==> config.mk <==
export PLATFORM = sky130hd
export DESIGN_NAME = hvsp_responder
export DESIGN_NICKNAME = d
export VERILOG_FILES = /design/src/rtl/hvsp_responder.sv
export SDC_FILE = /design/constraint.sdc
export NUM_CORES = 1
export LEC_CHECK = 0
export CELL_PAD_IN_SITES_DETAIL_PLACEMENT = 1
export CELL_PAD_IN_SITES_GLOBAL_PLACEMENT = 1
export CORE_UTILIZATION = 35
export CTS_CLUSTER_SIZE = 8
export DETAILED_ROUTE_END_ITERATION = 8
export GPL_TIMING_DRIVEN = 0
export HOLD_SLACK_MARGIN = 0.1
export PLACE_DENSITY_LB_ADDON = 0.12
export SKIP_LAST_GASP = 1
export SYNTH_ARGS = -nofsm -noshare
export SYNTH_HDL_FRONTEND = slang
export SYNTH_SLANG_ARGS = --single-unit
export TNS_END_PERCENT = 1
==> constraint.sdc <==
create_clock -name osc -period 2.3 [get_ports osc]
set_input_delay 0.345 -clock osc [delete_from_list [all_inputs] [get_ports osc]]
set_output_delay 0.345 -clock osc [all_outputs]
set_load 0.005 [all_outputs]
==> src/rtl/hvsp_responder.sv <==
// HVSP target-side responder: frames 11-bit SDI/SII sequences clocked on SCI,
// reports each received byte pair and shifts a held byte back out on SDO.
module hvsp_responder #(
   parameter int TIMEOUT = 4095
) (
   input  logic       osc,
   input  logic       rst,
   input  logic       prog_en,
   input  logic       sci,
   input  logic       sdi,
   input  logic       sii,
   output logic       sdo,
   output logic       sdo_oe,
   input  logic [7:0] tx_data,
   input  logic       tx_load,
   output logic [7:0] rx_sdi,
   output logic [7:0] rx_sii,
   output logic       rx_valid,
   output logic       rx_err,
   output logic       timeout,
   output logic       busy
);

   localparam int TW = $clog2(TIMEOUT + 1);

   typedef enum logic [1:0] {IDLE, SHIFT, DONE} state_t;

   state_t        state, state_n;
   logic [1:0]    sci_sync, sdi_sync, sii_sync;
   logic          sci_prev, pe_q;
   logic [3:0]    bit_cnt;
   logic [9:0]    sdi_shift, sii_shift, tx_shift;
   logic [7:0]    tx_hold;
   logic [TW-1:0] tmo_cnt;
   logic          sci_s, sdi_s, sii_s, rise, fall, expire;

   assign sci_s  = sci_sync[1];
   assign sdi_s  = sdi_sync[1];
   assign sii_s  = sii_sync[1];
   assign rise   = sci_s & ~sci_prev;
   assign fall   = ~sci_s & sci_prev;
   // any SCI edge restarts the inactivity window, so an edge beats expiry
   assign expire = (state == SHIFT) && !(rise || fall) && (tmo_cnt == TW'(TIMEOUT - 1));
   assign sdo_oe = pe_q;
   assign busy   = (bit_cnt != 4'd0);

   always_ff @(posedge osc) begin
      if (rst) begin
         sci_sync <= '0;
         sdi_sync <= '0;
         sii_sync <= '0;
         sci_prev <= 1'b0;
         pe_q     <= 1'b0;
      end else begin
         sci_sync <= {sci_sync[0], sci};
         sdi_sync <= {sdi_sync[0], sdi};
         sii_sync <= {sii_sync[0], sii};
         sci_prev <= sci_sync[1];
         pe_q     <= prog_en;
      end
   end

   always_ff @(posedge osc) begin
      if (rst) state <= IDLE;
      else     state <= state_n;
   end

   always_comb begin
      state_n = state;
      case (state)
         IDLE:    if (rise) state_n = SHIFT;
         SHIFT: begin
            if (rise && bit_cnt == 4'd10) state_n = DONE;
            else if (expire)              state_n = IDLE;
         end
         DONE:    state_n = IDLE;
         default: state_n = IDLE;
      endcase
      if (!pe_q) state_n = IDLE;
   end

   // Shift regs hold frame bits 10..1 after the 10th rise; bit 0 is taken
   // straight from the synchronizer on the 11th rise.
   always_ff @(posedge osc) begin
      if (rst) begin
         bit_cnt   <= '0;
         tmo_cnt   <= '0;
         sdi_shift <= '0;
         sii_shift <= '0;
         tx_shift  <= '0;
         tx_hold   <= '0;
         sdo       <= 1'b0;
         rx_sdi    <= '0;
         rx_sii    <= '0;
         rx_err    <= 1'b0;
         rx_valid  <= 1'b0;
         timeout   <= 1'b0;
      end else begin
         rx_valid <= 1'b0;
         timeout  <= 1'b0;
         if (tx_load) tx_hold <= tx_data;
         if (!pe_q) begin
            bit_cnt <= '0;
            tmo_cnt <= '0;
            sdo     <= 1'b0;
         end else begin
            if (rise || fall || bit_cnt == 4'd0) tmo_cnt <= '0;
            else                                 tmo_cnt <= tmo_cnt + 1'b1;
            case (state)
               IDLE: if (rise) begin
                  sdi_shift <= {9'd0, sdi_s};
                  sii_shift <= {9'd0, sii_s};
                  tx_shift  <= {tx_hold, 2'b00};
                  bit_cnt   <= 4'd1;
               end
               SHIFT: begin
                  if (rise) begin
                     sdi_shift <= {sdi_shift[8:0], sdi_s};
                     sii_shift <= {sii_shift[8:0], sii_s};
                     if (bit_cnt == 4'd10) begin
                        rx_sdi   <= sdi_shift[8:1];
                        rx_sii   <= sii_shift[8:1];
                        rx_err   <= |{sdi_shift[9], sdi_shift[0], sdi_s,
                                      sii_shift[9], sii_shift[0], sii_s};
                        rx_valid <= 1'b1;
                     end else begin
                        bit_cnt <= bit_cnt + 4'd1;
                     end
                  end else if (expire) begin
                     bit_cnt <= '0;
                     tmo_cnt <= '0;
                     sdo     <= 1'b0;
                     timeout <= 1'b1;
                  end
                  if (fall) begin
                     sdo      <= tx_shift[9];
                     tx_shift <= {tx_shift[8:0], 1'b0};
                  end
               end
               DONE: begin
                  bit_cnt <= '0;
                  sdo     <= 1'b0;
               end
               default: bit_cnt <= '0;
            endcase
         end
      end
   end

endmodule

==> results_dict.tcl <==
set metrics [dict create \
    syn-num-nets 372 \
    num_io_pins 37 \
    cts-buffers-inserted 9 \
    start_util_pct 36.4 \
    ys_types 40 \
    finalPower_mw 2.80 \
    wire_per_inst_um 14.0 \
    worst_setup_path_end_kind "flip-flop" \
    first_pass_iters 4 \
    die_height_um 97.4 \
    synth_top_family_by_area "simple AND/OR/NAND/NOR gates" \
    hold_end "sci_sync[0]" \
    antenna_left 0 \
    viasPerCell 4.97 \
    stdcell_area_mm2 0.00390 \
    cts_tree "done" \
    fin_skew_ps 13.1 \
    synth_xor_area_share_pct 2.75 \
    holdWs_ps 375 \
    cpMaxStageDelayCell "or4_1" \
    place_ws_ps 49.4 \
    wl_mm 7.10 \
    cts_setup_buffers 0 \
    min_period_over_period_pct 93.3 \
    fin_ws_ps 154 \
    cts_buffer_depth 2 \
    synthAdderAreaFrac_pct 3.14 \
    yosys.area_share.simple_pct 21.2 \
    synth.avg_cell_area_um2 9.13 \
    synth_seq_cells 82 \
    areaGrowthSynthToFinish_pct 22.4 \
    start_kind "flip-flop" \
    rows 34 \
    syn_area_mm2 0.00319 \
    hold_class "input port to flip-flop" \
    clk_pin_slew_ps 80 \
    critPathKind "flip-flop to flip-flop" \
    cellLeakagePower_nw 1.34 \
    core_area_mm2 0.00876 \
    clockRootBuffer "clkbuf_8" \
    insertion_delay_ps 350 \
    drive_gt1_share_pct 7.04 \
    ir_drop_mv 0.387 \
    dieArea_mm2 0.00949 \
    ys.flop_type "dfxtp_1" \
    fin_crit_ps 2150 \
    place_area_mm2 0.00366 \
    hp-start "rst" \
    rsz0062_at_grt "yes" \
    vias 2515 \
    required_ps 2530 \
    status "finished clean" \
    antenna_cells 0 \
    r2r_end "tmo_cnt[4]" \
    fmax_ghz 0.466 \
    port_buffers 34 \
    hpwl_mm 5.20 \
    async_flop_share_pct 0 \
    nFillCells 1038 \
    synth_common_cells "dfxtp_1, nor2_1, nand2_1" \
    grt_pass1_wl_mm 12.2 \
    grt_pass1_vias 2542 \
    reg2reg_depth 8 \
    maxCapViolations 0 \
    antenna_found_initial 0 \
    synthCells 349 \
    slew_headroom_pct 52.0 \
    drc_errors 0 \
    grt-ovfl-total 0 \
    finalHoldViolCount 0 \
    yosys_warnings 0 \
    synth_edf_count 0 \
    synthMuxAreaShare_pct 5.66 \
    rrSetupSlack_ps 150 \
    power.density_mw_per_mm2 719 \
    worst_slew_pin_slew_ps 719 \
    path_cells "inv_1, ha_1, nand4_1, or4_1, clkbuf_2, o2111ai_2, buf_2, nor2_1" \
    clock-sinks 82 \
    yosysMostFrequentCell "dfxtp_1" \
    grt_use_total_pct 15.9 \
    setup_violations 0 \
    synth_seq_area_share_pct 51.5 \
    synth_compound_area_share_pct 11.9 \
    path_max_fanout 10 \
    drv_slew 0 \
    synth_top_area_cell "dfxtp_1" \
    detail_route.iter0.violations 87 \
    nNetsFinal 416 \
    synth_area_leaders "dfxtp_1, nor2_1, mux2i_1, nand2_1, a22oi_1" \
    grt_max_degree 15 \
    r2r_start "sci_sync[1]" \
    synth_top_area_share_pct 51.5 \
    die_x_um 97.4 \
    place_congestion 0.743 \
    whs_path_depth 2 \
    arrival_ps 2380 \
    max_stage_delay_ps 400 \
    h-tree-depth 3 \
]
-- stage by stage --
stage | util [%] | setup TNS, ps | std cells
6_report | 44.5 | 0 | 506
5_1_grt | 44.5 | -3.35 | 506
4_1_cts | 44.5 | 0 | 507
3_5_place_dp | 41.8 | 0 | 491
3_3_place_gp | 41.8 | 0 | 491
2_1_floorplan | - | 0 | 349
-- worst max-delay path: cells and delay by family (launching register included) --
kind | cells | cell delay [ps]
simple gates | 3 | 560
fa+ha+maj | 1 | 330
flops | 1 | 370
compound gates | 1 | 250
buf+inv | 3 | 520
-- how the worst max path moves through the flow --
stage           startpoint          to  cells after the start
5_1_grt        sci_sync[1]  tmo_cnt[8]                      8
3_3_place_gp    bit_cnt[0]   rx_sii[4]                      9
6_report       sci_sync[1]  tmo_cnt[4]                      8
4_1_cts         bit_cnt[0]   rx_sii[4]                      9
3_5_place_dp    bit_cnt[0]   rx_sii[4]                      9
2_1_floorplan  sci_sync[1]  bit_cnt[0]                      7
-- final cells by class --
cell class / instances / area, µm² / share of cell area (%)
Timing Repair Buffer: 34 / 340 / 8.73
Buffer: 22 / 91.3 / 2.34
Multi-Input combinational cell: 237 / 1420 / 36.5
Clock inverter: 6 / 114 / 2.92
Clock buffer: 10 / 128 / 3.27
Sequential cell: 82 / 1640 / 42.1
Inverter: 7 / 26.3 / 0.674
Tap cell: 108 / 135 / 3.46
-- kinds of logic after synthesis --
| logic type | after synthesis |
|---|---|
| AND/OR/NAND/NOR | 145 |
| flip-flops | 82 |
| AO/OA/AOI/OAI | 56 |
| buffers and inverters | 30 |
| multiplexers | 18 |
| XOR/XNOR | 10 |
| adder cells (fa/ha/maj) | 8 |
-- sequential cells by signal (all words and copies together), names as in the netlist, 2 cells and up --
| name | cells |
|---|---|
| sii_sync | 2 |
| tmo_cnt | 12 |
| sdi_shift | 10 |
| sii_shift | 10 |
| state | 2 |
| sdi_sync | 2 |
| rx_sdi | 8 |
| rx_sii | 8 |
| sci_sync | 2 |
| bit_cnt | 4 |
| tx_shift | 8 |
| tx_hold | 8 |
-- per-layer routing --
metal  wire [µm]  share of wire [%]  vias up  GRT usage [%]
li1            -                  -     1287              -
met1        3770                 53     1193           22.2
met2        3070                 43       30           24.3
met3         176                2.5        5           3.96
met4          81                1.1        0           4.41
met5           0                  0        -              0
-- power breakdown --
group / internal, mW / switching [mW] / total [mW]
sequential: 1.44 / 0.0113 / 1.45
clock: 0.726 / 0.533 / 1.26
combinational: 0.0464 / 0.0515 / 0.0978
-- cell usage in the layout (no fill, tap or decap), drive strengths merged, types with 7 or more instances in the layout --
cell type / n
a21oi: 17
nor2: 61
inv: 8
a22oi: 19
clkdlybuf4s50: 34
dfxtp: 82
nand3: 7
a211oi: 7
nor2b: 9
clkbuf: 26
ha: 8
mux2i: 18
nand2: 40
-- what timing repair did --
item | CTS | global route
hold buffers | 0 | 0
gates resized for setup | 0 | 2
setup endpoints to repair | 0 | 11
Power figures use the tool's default switching activity.
